## config.mk

```make
export PLATFORM = sky130hd
export DESIGN_NAME = counter_cmd_sequencer_flat
export DESIGN_NICKNAME = d
export VERILOG_FILES = /design/src/rtl/counter_cmd_sequencer_if.sv /design/src/rtl/counter_cmd_sequencer.sv /design/src/flat_wrapper.sv
export SDC_FILE = /design/constraint.sdc
export NUM_CORES = 1
export LEC_CHECK = 0
export ABC_CLOCK_PERIOD_IN_PS = 6700
export BUFFER_PORTS_ARGS = -buffer_cell sky130_fd_sc_hd__buf_2
export CAP_MARGIN = 30
export CELL_PAD_IN_SITES_DETAIL_PLACEMENT = 0
export CELL_PAD_IN_SITES_GLOBAL_PLACEMENT = 1
export CORE_ASPECT_RATIO = 1.1
export CORE_UTILIZATION = 45
export CTS_CLUSTER_DIAMETER = 80
export CTS_CLUSTER_SIZE = 12
export DETAILED_ROUTE_END_ITERATION = 10
export PLACE_DENSITY_LB_ADDON = 0.2
export SLEW_MARGIN = 0
export SYNTH_ARGS = -nofsm -noshare
export SYNTH_HDL_FRONTEND = slang
export SYNTH_SLANG_ARGS = --single-unit
```

## constraint.sdc

```tcl
create_clock -name clk_in -period 6.7 [get_ports clk_in]
set_clock_uncertainty 0.2 [all_clocks]
set_input_delay 0.335 -clock clk_in [delete_from_list [all_inputs] [get_ports clk_in]]
set_output_delay 0.335 -clock clk_in [all_outputs]
set_load 0.02 [all_outputs]
```

## src/rtl/counter_cmd_sequencer_if.sv

```systemverilog
// Command and completion handshakes between a requester and counter_cmd_sequencer.
// Valid/ready: a transfer happens on a rising edge where valid and ready are both 1;
// the sender holds its payload stable while valid is high and not yet accepted.
interface counter_cmd_sequencer_if #(
   parameter int OVF_CNT_W = 8
);
   logic                 cmd_valid_in;
   logic                 cmd_ready_out;
   logic [1:0]           cmd_op_in;
   logic [7:0]           cmd_arg_in;
   logic                 done_valid_out;
   logic                 done_ready_in;
   logic [7:0]           done_value_out;
   logic [OVF_CNT_W-1:0] done_ovf_cnt_out;
   logic                 done_aborted_out;

   modport master (
      output cmd_valid_in, cmd_op_in, cmd_arg_in, done_ready_in,
      input  cmd_ready_out, done_valid_out, done_value_out, done_ovf_cnt_out, done_aborted_out
   );

   modport slave (
      input  cmd_valid_in, cmd_op_in, cmd_arg_in, done_ready_in,
      output cmd_ready_out, done_valid_out, done_value_out, done_ovf_cnt_out, done_aborted_out
   );
endinterface

```

## src/rtl/counter_cmd_sequencer.sv

```systemverilog
// Queued command sequencer driving an 8-bit up/down counter's en/set/up controls
// and returning one completion record (final count, wrap count, aborted) per command.
module counter_cmd_sequencer #(
   parameter int CMD_Q_DEPTH = 4,
   parameter int OVF_CNT_W   = 8
) (
   input  logic                  clk_in,
   input  logic                  nrst_in,
   counter_cmd_sequencer_if.slave cmd_if,
   input  logic                  abort_in,
   output logic                  en_ctrl_out,
   output logic                  set_ctrl_out,
   output logic                  up_ctrl_out,
   output logic [7:0]            counter_val_out,
   input  logic [7:0]            counter_q_in,
   input  logic                  ovf_in,
   output logic                  busy_out,
   output logic [2:0]            state_dbg_out
);

   localparam int AW = $clog2(CMD_Q_DEPTH);
   localparam logic [AW:0]          PTR_ONE = 1;
   localparam logic [OVF_CNT_W-1:0] OVF_ONE = 1;
   localparam logic [OVF_CNT_W-1:0] OVF_MAX = '1;

   localparam logic [1:0] OP_LOAD  = 2'b00;
   localparam logic [1:0] OP_UP    = 2'b01;
   localparam logic [1:0] OP_DOWN  = 2'b10;
   localparam logic [1:0] OP_PAUSE = 2'b11;

   typedef enum logic [2:0] {
      IDLE       = 3'd0,
      EXEC_LOAD  = 3'd1,
      EXEC_RUN   = 3'd2,
      EXEC_PAUSE = 3'd3,
      REPORT     = 3'd4
   } state_t;

   state_t state;

   logic [1:0]    q_op  [CMD_Q_DEPTH];
   logic [7:0]    q_arg [CMD_Q_DEPTH];
   logic [AW:0]   wr_ptr, rd_ptr;
   logic          q_empty, q_full, push, pop;
   logic [1:0]    head_op;
   logic [7:0]    head_arg;

   logic [7:0]           rem;
   logic [OVF_CNT_W-1:0] ovf_cnt;
   logic                 aborted;

   assign q_empty  = (wr_ptr == rd_ptr);
   assign q_full   = (wr_ptr[AW] != rd_ptr[AW]) && (wr_ptr[AW-1:0] == rd_ptr[AW-1:0]);
   assign head_op  = q_op[rd_ptr[AW-1:0]];
   assign head_arg = q_arg[rd_ptr[AW-1:0]];

   // Ready is gated by reset so nothing is accepted while the block is held in reset.
   assign cmd_if.cmd_ready_out = nrst_in && !q_full && !abort_in;
   assign push = cmd_if.cmd_valid_in && cmd_if.cmd_ready_out;
   assign pop  = (state == IDLE) && !q_empty && !abort_in;

   assign busy_out      = (state != IDLE) || !q_empty;
   assign state_dbg_out = state;

   always_ff @(posedge clk_in) begin
      if (push) begin
         q_op[wr_ptr[AW-1:0]]  <= cmd_if.cmd_op_in;
         q_arg[wr_ptr[AW-1:0]] <= cmd_if.cmd_arg_in;
      end
   end

   // Abort flushes by catching the read pointer up; no push can coincide with it.
   always_ff @(posedge clk_in or negedge nrst_in) begin
      if (!nrst_in) begin
         wr_ptr <= '0;
         rd_ptr <= '0;
      end else begin
         if (push) wr_ptr <= wr_ptr + PTR_ONE;
         if (abort_in) rd_ptr <= wr_ptr;
         else if (pop) rd_ptr <= rd_ptr + PTR_ONE;
      end
   end

   always_ff @(posedge clk_in or negedge nrst_in) begin
      if (!nrst_in) begin
         state                   <= IDLE;
         en_ctrl_out             <= 1'b0;
         set_ctrl_out            <= 1'b0;
         up_ctrl_out             <= 1'b0;
         counter_val_out         <= 8'd0;
         rem                     <= 8'd0;
         ovf_cnt                 <= '0;
         aborted                 <= 1'b0;
         cmd_if.done_valid_out   <= 1'b0;
         cmd_if.done_value_out   <= 8'd0;
         cmd_if.done_ovf_cnt_out <= '0;
         cmd_if.done_aborted_out <= 1'b0;
      end else begin
         unique case (state)
            IDLE: begin
               if (pop) begin
                  rem     <= head_arg;
                  ovf_cnt <= '0;
                  aborted <= 1'b0;
                  unique case (head_op)
                     OP_LOAD: begin
                        set_ctrl_out    <= 1'b1;
                        counter_val_out <= head_arg;
                        state           <= EXEC_LOAD;
                     end
                     OP_UP, OP_DOWN: begin
                        if (head_arg == 8'd0) begin
                           state <= REPORT;
                        end else begin
                           en_ctrl_out <= 1'b1;
                           up_ctrl_out <= (head_op == OP_UP);
                           state       <= EXEC_RUN;
                        end
                     end
                     OP_PAUSE: state <= (head_arg == 8'd0) ? REPORT : EXEC_PAUSE;
                  endcase
               end
            end
            EXEC_LOAD: begin
               set_ctrl_out <= 1'b0;
               aborted      <= abort_in;
               state        <= REPORT;
            end
            EXEC_RUN: begin
               // en is high for every cycle spent here, so each cycle is one counter step.
               rem <= rem - 8'd1;
               if (ovf_in && ovf_cnt != OVF_MAX) ovf_cnt <= ovf_cnt + OVF_ONE;
               if (abort_in || rem == 8'd1) begin
                  en_ctrl_out <= 1'b0;
                  aborted     <= abort_in;
                  state       <= REPORT;
               end
            end
            EXEC_PAUSE: begin
               rem <= rem - 8'd1;
               if (abort_in || rem == 8'd1) begin
                  aborted <= abort_in;
                  state   <= REPORT;
               end
            end
            REPORT: begin
               // First cycle captures the count after the final counter update has landed.
               if (!cmd_if.done_valid_out) begin
                  cmd_if.done_valid_out   <= 1'b1;
                  cmd_if.done_value_out   <= counter_q_in;
                  cmd_if.done_ovf_cnt_out <= ovf_cnt;
                  cmd_if.done_aborted_out <= aborted;
               end else if (cmd_if.done_ready_in) begin
                  cmd_if.done_valid_out <= 1'b0;
                  state                 <= IDLE;
               end
            end
            default: state <= IDLE;
         endcase
      end
   end

endmodule

```

## src/flat_wrapper.sv

```systemverilog
// flat-port wrapper written by rule: the top's interface ports become plain ports
module counter_cmd_sequencer_flat 
#(
   parameter int CMD_Q_DEPTH = 4,
   parameter int OVF_CNT_W   = 8
)
  (clk_in, nrst_in, abort_in, en_ctrl_out, set_ctrl_out, up_ctrl_out, counter_val_out, counter_q_in, ovf_in, busy_out, state_dbg_out, cmd_if_cmd_valid_in, cmd_if_cmd_op_in, cmd_if_cmd_arg_in, cmd_if_done_ready_in, cmd_if_cmd_ready_out, cmd_if_done_valid_out, cmd_if_done_value_out, cmd_if_done_ovf_cnt_out, cmd_if_done_aborted_out);
  counter_cmd_sequencer_if #(.OVF_CNT_W(OVF_CNT_W)) cmd_if_i ();
  input  logic clk_in;
  input  logic nrst_in;
  input  logic abort_in;
  output logic en_ctrl_out;
  output logic set_ctrl_out;
  output logic up_ctrl_out;
  output logic [7:0] counter_val_out;
  input  logic [7:0] counter_q_in;
  input  logic ovf_in;
  output logic busy_out;
  output logic [2:0] state_dbg_out;
  input wire logic [$bits(cmd_if_i.cmd_valid_in)-1:0] cmd_if_cmd_valid_in;
  input wire logic [$bits(cmd_if_i.cmd_op_in)-1:0] cmd_if_cmd_op_in;
  input wire logic [$bits(cmd_if_i.cmd_arg_in)-1:0] cmd_if_cmd_arg_in;
  input wire logic [$bits(cmd_if_i.done_ready_in)-1:0] cmd_if_done_ready_in;
  output wire logic [$bits(cmd_if_i.cmd_ready_out)-1:0] cmd_if_cmd_ready_out;
  output wire logic [$bits(cmd_if_i.done_valid_out)-1:0] cmd_if_done_valid_out;
  output wire logic [$bits(cmd_if_i.done_value_out)-1:0] cmd_if_done_value_out;
  output wire logic [$bits(cmd_if_i.done_ovf_cnt_out)-1:0] cmd_if_done_ovf_cnt_out;
  output wire logic [$bits(cmd_if_i.done_aborted_out)-1:0] cmd_if_done_aborted_out;
  assign cmd_if_i.cmd_valid_in = cmd_if_cmd_valid_in;
  assign cmd_if_i.cmd_op_in = cmd_if_cmd_op_in;
  assign cmd_if_i.cmd_arg_in = cmd_if_cmd_arg_in;
  assign cmd_if_i.done_ready_in = cmd_if_done_ready_in;
  assign cmd_if_cmd_ready_out = cmd_if_i.cmd_ready_out;
  assign cmd_if_done_valid_out = cmd_if_i.done_valid_out;
  assign cmd_if_done_value_out = cmd_if_i.done_value_out;
  assign cmd_if_done_ovf_cnt_out = cmd_if_i.done_ovf_cnt_out;
  assign cmd_if_done_aborted_out = cmd_if_i.done_aborted_out;
  counter_cmd_sequencer #(.CMD_Q_DEPTH(CMD_Q_DEPTH), .OVF_CNT_W(OVF_CNT_W)) u_core (.clk_in(clk_in), .nrst_in(nrst_in), .cmd_if(cmd_if_i), .abort_in(abort_in), .en_ctrl_out(en_ctrl_out), .set_ctrl_out(set_ctrl_out), .up_ctrl_out(up_ctrl_out), .counter_val_out(counter_val_out), .counter_q_in(counter_q_in), .ovf_in(ovf_in), .busy_out(busy_out), .state_dbg_out(state_dbg_out));
endmodule
```

## Word level (Yosys, flattened, before mapping)

Memory sizes are Yosys's and may differ from the RTL's.
Index checks and enable logic that the tools add are counted.

- Multipliers: 0
- Add/sub/neg operators: 4
- Reductions and logical operators: 32
- Equal/unequal tests: 21
- $lt $le $gt $ge: 0
- Bitwise logic cells: 2
- Multiplexer cells: 30
- Div/mod/pow operators: 0
- Shift operators: 0

Operator list:

| kind | number |
|---|---|
| $pmux 8 s2 | 2 |
| $mux 3 | 8 |
| $mux 8 | 3 |
| $mux 1 | 12 |
| $pmux 3 s4 | 1 |
| $reduce_and 3->1 | 4 |
| $ne 2x1->1 const B | 5 |
| $pmux 3 s3 | 1 |
| $add 8x1->8 const B | 1 |
| $eq 8x1->1 const B | 1 |
| $logic_not 8->1 | 1 |
| $ne 2x2->1 const B | 4 |
| $ne 8x8->1 const B | 1 |
| $reduce_and 4->1 | 2 |
| $reduce_bool 2->1 | 4 |
| $sub 8x1->8 const B | 1 |
| $logic_and 1x1->1 | 7 |
| $add 3x1->3 const B | 2 |
| $eq 3x2->1 const B | 2 |
| $reduce_bool 3->1 | 2 |
| $reduce_and 5->1 | 1 |
| $eq 2x2->1 const B | 2 |
| $pmux 1 s2 | 2 |
| $reduce_and 2->1 | 2 |
| 13 further kinds | 18 |

- Logic and storage cells: 105
- Memories kept: 2
- Memory bits (read-only): 0
- Output and inout port bits: 34
- Bits in writable memories: 40
- Bits in latches: 0
- Input port bits: 24
- Flip-flop bits (word level): 55

Memory list:

| memory | words | width | read ports | clocked after memory_dff | write ports | line | RTL |
|---|---|---|---|---|---|---|---|
| u_core.q_arg | 4 | 8 | 1 | 0 | 1 | counter_cmd_sequencer.sv:42 | `logic [7:0] q_arg [CMD_Q_DEPTH];` |
| u_core.q_op | 4 | 2 | 1 | 0 | 1 | counter_cmd_sequencer.sv:41 | `logic [1:0] q_op [CMD_Q_DEPTH];` |

## Longest topological paths before layout

- Depth after elaboration: 8
- Gate-level depth with buffers: 7
- Mapped depth without buffers: 6

## Worst setup path before layout

Ideal clock, no wire load.

- Kind: flip-flop to flip-flop
- Start point: register u_core.rd_ptr[0]
- End point: memory u_core.q_arg[3][0] (enable)
- Path buffers: 1
- Setup time: 0.351 ns
- Cell stages (with the launch flop): 5
- Arrival: 1.749 ns
- Setup slack: 4.400 ns
- Data required time: 6.149 ns
- Clock period less this slack: 2.300 ns
- Path through: dfrtp_1 -> buf_6 -> xnor2_2 -> a311oi_2 -> and3_1

- Longest elaborated chain between the ends: 8

Ends and longest elaborated chain:

| element | line | RTL |
|---|---|---|
| start, declared | counter_cmd_sequencer.sv:43 | `logic [AW:0] wr_ptr, rd_ptr;` |
| start signal, assigned | counter_cmd_sequencer.sv:79 | `if (abort_in) rd_ptr <= wr_ptr;` |
| start signal, assigned | counter_cmd_sequencer.sv:80 | `else if (pop) rd_ptr <= rd_ptr + PTR_ONE;` |
| $eq 2x2->1 | counter_cmd_sequencer.sv:53 | `assign q_full = (wr_ptr[AW] != rd_ptr[AW]) && (wr_ptr[AW-1:0] == rd_ptr[AW-1:0]);` |
| $logic_and 1x1->1 | counter_cmd_sequencer.sv:53 |  |
| $logic_not 1->1 | counter_cmd_sequencer.sv:58 | `assign cmd_if.cmd_ready_out = nrst_in && !q_full && !abort_in;` |
| $logic_and 1x1->1 (2 in series) | counter_cmd_sequencer.sv:58 |  |
| named net cmd_if_cmd_ready_out | flat_wrapper.sv:24 | `output wire logic [$bits(cmd_if_i.cmd_ready_out)-1:0] cmd_if_cmd_ready_out;` |
| $logic_and 1x1->1 | counter_cmd_sequencer.sv:59 | `assign push = cmd_if.cmd_valid_in && cmd_if.cmd_ready_out;` |
| $mux 1 | counter_cmd_sequencer.sv:66 | `if (push) begin` |
| $mux 1 (implied by the code) | counter_cmd_sequencer.sv:68 | `q_arg[wr_ptr[AW-1:0]] <= cmd_if.cmd_arg_in;` |
| end, declared | counter_cmd_sequencer.sv:42 |  |

The timed path passes the listed nets, and every way through them passes these cells.

## Worst setup path in the final report

- Start point: input nrst_in
- End point: output cmd_if_cmd_ready_out

- Longest elaborated chain between the ends: 2

Ends and longest elaborated chain:

| element | line | RTL |
|---|---|---|
| start, declared | flat_wrapper.sv:10 | `input logic nrst_in;` |
| $logic_and 1x1->1 (2 in series) | counter_cmd_sequencer.sv:58 |  |
| end, declared | flat_wrapper.sv:24 |  |

Every way passes these cells.

==> flow_metrics.env <==
export IMPL_ys_types=51
export IMPL_drtIter0Drc=110
export IMPL_hp_start="cmd_if_done_ready_in"
export IMPL_cts_buffers=9
export IMPL_p_switching_mw=0.787
export IMPL_io_pins=58
export IMPL_cts_resized=0
export IMPL_die_area_sq_um=9800
export IMPL_die_height_microns=104
export IMPL_finalSetupViolations=0
export IMPL_rsz0062_at_grt="false"
export IMPL_cp_slowest_stage_delay_ns=0.56
export IMPL_fillers=758
export IMPL_antenna_left=0
export IMPL_cts_buffer_depth=2
export IMPL_grt_pass1_vias=2665
export IMPL_end_kind="output pin"
export IMPL_holdPathStages=3
export IMPL_grt_max_degree=57
export IMPL_grt_total_usage=0.179
export IMPL_r2r_start="u_core.rd_ptr[0]"
export IMPL_drv_slew=0
export IMPL_core_area_sq_um=9010
export IMPL_worst_pin_slew_ns=0.856
export IMPL_drv_cap=0
export IMPL_cp_max_fo=56
export IMPL_num_rows=36
export IMPL_place_ws_ns=3.88
export IMPL_r2r_end="u_core.up_ctrl_out"
export IMPL_num_antenna_cells=0
export IMPL_cts_num_sinks=95
export IMPL_outcome="complete, no violations"
export IMPL_slew_headroom=0.429
export IMPL_min_period_ns=2.89
export IMPL_drc_errors=0
export IMPL_swShare=0.392
export IMPL_intPower_mw=1.22
export IMPL_dpl_instance_area_sq_um=4630
export IMPL_cp_cell_sequence="dlygate4sd3_1, buf_2, buf_4, inv_1, a311oi_2, buf_2"
export IMPL_clkTransAtPathRegs_ns=0.10
export IMPL_worstSetupPathType="input pin to output pin"
export IMPL_cts_root_buf="clkbuf_8"
export IMPL_ys_warn_count=0
export IMPL_met3_usage=0.0404
export IMPL_yosys_register_bits=95
export IMPL_drive_gt1_frac=0.299
export IMPL_startpoint_type="input pin"
export IMPL_setup_tns_ns=0
export IMPL_gp_congestion=0.797
export IMPL_synth_edf_count=40
export IMPL_vias=2575
export IMPL_p_leak_nw=2.11
export IMPL_ys_flop_type="dfrtp_1"
export IMPL_total_power_mw=2.00
export IMPL_fin_crit_sh=0.432
export IMPL_cp_slowest_cell="buf_4"
export IMPL_die_x_microns=94.5
export IMPL_pwr_share_clk=0.178
export IMPL_ff2ff_setup_slack_ns=3.92
export IMPL_async_flop_share=0.579
export IMPL_grt_ovfl_total=0
export IMPL_r2r_cells=5
export IMPL_avgSynthCellArea_sq_um=14.2
export IMPL_cp_top_family="buffers and inverters"
export IMPL_grt_pass1_wl_mm=13.2
export IMPL_clock_fmax_mhz=346
export IMPL_hp_class="input pin to flip-flop"
export IMPL_hold_viol_final=0
export IMPL_nNetsFinal=416
export IMPL_area_growth_pct=18.2
export IMPL_vias_per_cell=5.16
export IMPL_antenna_found_initial=0
export IMPL_htree_levels=3
export IMPL_worst_path_buf_inv=5
export IMPL_syn_num_nets=335
export IMPL_min_to="u_core.cmd_if.done_valid_out"
export IMPL_ir_worst_vdd_uv=162
export IMPL_synth_seq_area_share=0.609
export IMPL_routedWlPerCell_microns=15.9
export IMPL_initial_core_util=0.470
export IMPL_crit_top_cell="buf_2"
export IMPL_combPwrFrac=0.384
export IMPL_cts_tree="yes"
export IMPL_required_ns=6.16
export IMPL_finalWorstSetupSlack_ns=3.81
export IMPL_firstDrtPassIters=4
export IMPL_io_buffers=57
export IMPL_grt_busiest_layer="met2"
export IMPL_use_met2=0.302
export IMPL_wl_mm=7.94
export IMPL_design_area_sq_um=5000
export IMPL_power_density_nw_per_um2=401
export IMPL_dp_hpwl_mm=5.49
export IMPL_insertion_delay_ns=0.37
export IMPL_syn_area_sq_um=4230
export IMPL_synthCells=299
export IMPL_cts_setup_buffers=0
export IMPL_pwr_share_seq=0.438
export IMPL_gr_usage_met1=0.219
export IMPL_arrival_ns=2.36
-- cells by family (layout without fill, tap and decap cells) --
group | after synthesis | after routing | share of synthesized area
flip-flops | 95 | 95 | 0.609
buffers and inverters | 20 | 106 | 0.0216
XOR/XNOR | 13 | 13 | 0.0287
multiplexers | 39 | 39 | 0.132
adder cells (fa/ha/maj) | 12 | 12 | 0.0355
AND/OR/NAND/NOR | 75 | 75 | 0.0978
AO/OA/AOI/OAI | 45 | 45 | 0.0760
-- cell usage after synthesis, types with 2 or more instances --
master,n,share of area
ha_1,12,0.035
inv_1,12,0.011
mux2_1,7,0.019
o21ai_0,14,0.017
nand4_1,2,0.0030
mux4_1,2,0.012
edfxtp_1,40,0.28
clkbuf_1,2,0.0018
xor2_1,5,0.010
nand3_1,9,0.011
buf_2,4,0.0047
o31ai_1,3,0.0053
and3_1,5,0.0074
mux4_2,8,0.043
nor2_1,16,0.014
mux2i_1,2,0.0047
o211ai_1,3,0.0053
and2_1,2,0.0030
or3_1,2,0.0030
a31oi_1,3,0.0044
a311oi_2,3,0.011
nor3_1,4,0.0047
nand2b_1,2,0.0030
a21oi_1,10,0.012
xnor2_1,7,0.014
dfrtp_1,55,0.33
nor4_4,2,0.010
mux2_2,20,0.053
nand2_1,21,0.019
-- per-stage QoR --
step	std cells	util	hold WS (ns)
2_1_floorplan	299	-	-0.161
3_3_place_gp	464	0.514	0.274
3_5_place_dp	464	0.514	0.282
4_1_cts	499	0.556	0.101
5_1_grt	499	0.556	0.113
6_report	499	0.556	0.108
-- cell usage in the layout (no fill, tap or decap), types with 7 or more instances in the layout --
cell type | synthesis | layout
dfrtp_1 | 55 | 55
inv_1 | 12 | 12
ha_1 | 12 | 12
o21ai_0 | 14 | 14
buf_2 | 4 | 57
mux2_2 | 20 | 20
clkbuf_8 | 0 | 9
mux2_1 | 7 | 7
dlygate4sd3_1 | 0 | 19
a21oi_1 | 10 | 10
edfxtp_1 | 40 | 40
mux4_2 | 8 | 8
nand3_1 | 9 | 9
nand2_1 | 21 | 21
xnor2_1 | 7 | 7
nor2_1 | 16 | 16
-- flip-flops by register name, indices dropped and copies added, names as in the netlist --
name                            cells
u_core.aborted                      1
u_core.cmd_if.done_aborted_out      1
u_core.cmd_if.done_ovf_cnt_out      8
u_core.cmd_if.done_valid_out        1
u_core.cmd_if.done_value_out        8
u_core.counter_val_out              8
u_core.en_ctrl_out                  1
u_core.ovf_cnt                      8
u_core.q_arg                       32
u_core.q_op                         8
u_core.rd_ptr                       3
u_core.rem                          8
u_core.set_ctrl_out                 1
u_core.state_dbg_out                3
u_core.up_ctrl_out                  1
u_core.wr_ptr                       3
-- repair_timing --
| action | in CTS | in global routing |
|---|---|---|
| hold buffers | 19 | 0 |
| setup endpoints to repair | 0 | 0 |
| endpoints found under the hold margin | 103 | 0 |
-- worst min-delay path, stage by stage --
cell and delay, ns:
buf_2 0.09, nand2_1 0.08, mux2_2 0.14
-- layer usage --
layer | vias to the layer above | share of wire
li1 | 1271 | -
met1 | 1263 | 0.45
met2 | 30 | 0.51
met3 | 11 | 0.024
met4 | 0 | 0.018
met5 | - | 0
-- cell type report --
class                           count  area, sq um  share of cell area
Clock buffer                        9          124              0.0248
Clock inverter                      7         61.3              0.0122
Inverter                           12         45.0             0.00900
Multi-Input combinational cell    184         1560               0.313
Sequential cell                    95         2580               0.515
Tap cell                          114          143              0.0285
Timing Repair Buffer               78          490              0.0980
-- power groups by stage --
stage	clock network [mW]	logic [mW]	registers [mW]
global placement	0	0.764	0.890
detailed placement	0	0.772	0.892
finish	0.357	0.770	0.878
floorplan	0	0.528	0.921
CTS	0.372	0.782	0.880
global route	0.394	0.846	0.901
-- worst max path at each step --
stage	depth (start not counted)	slack (ns)	start	to
6_report	6	3.81	nrst_in	cmd_if_cmd_ready_out
4_1_cts	6	3.77	nrst_in	cmd_if_cmd_ready_out
3_3_place_gp	5	3.92	nrst_in	u_core.q_arg[3][0]
2_1_floorplan	4	4.40	u_core.rd_ptr[0]	u_core.q_arg[3][0]
5_1_grt	6	3.59	nrst_in	u_core.q_op[0][1]
3_5_place_dp	5	3.88	u_core.rd_ptr[0]	u_core.up_ctrl_out
(Power assumes the default switching activity.)
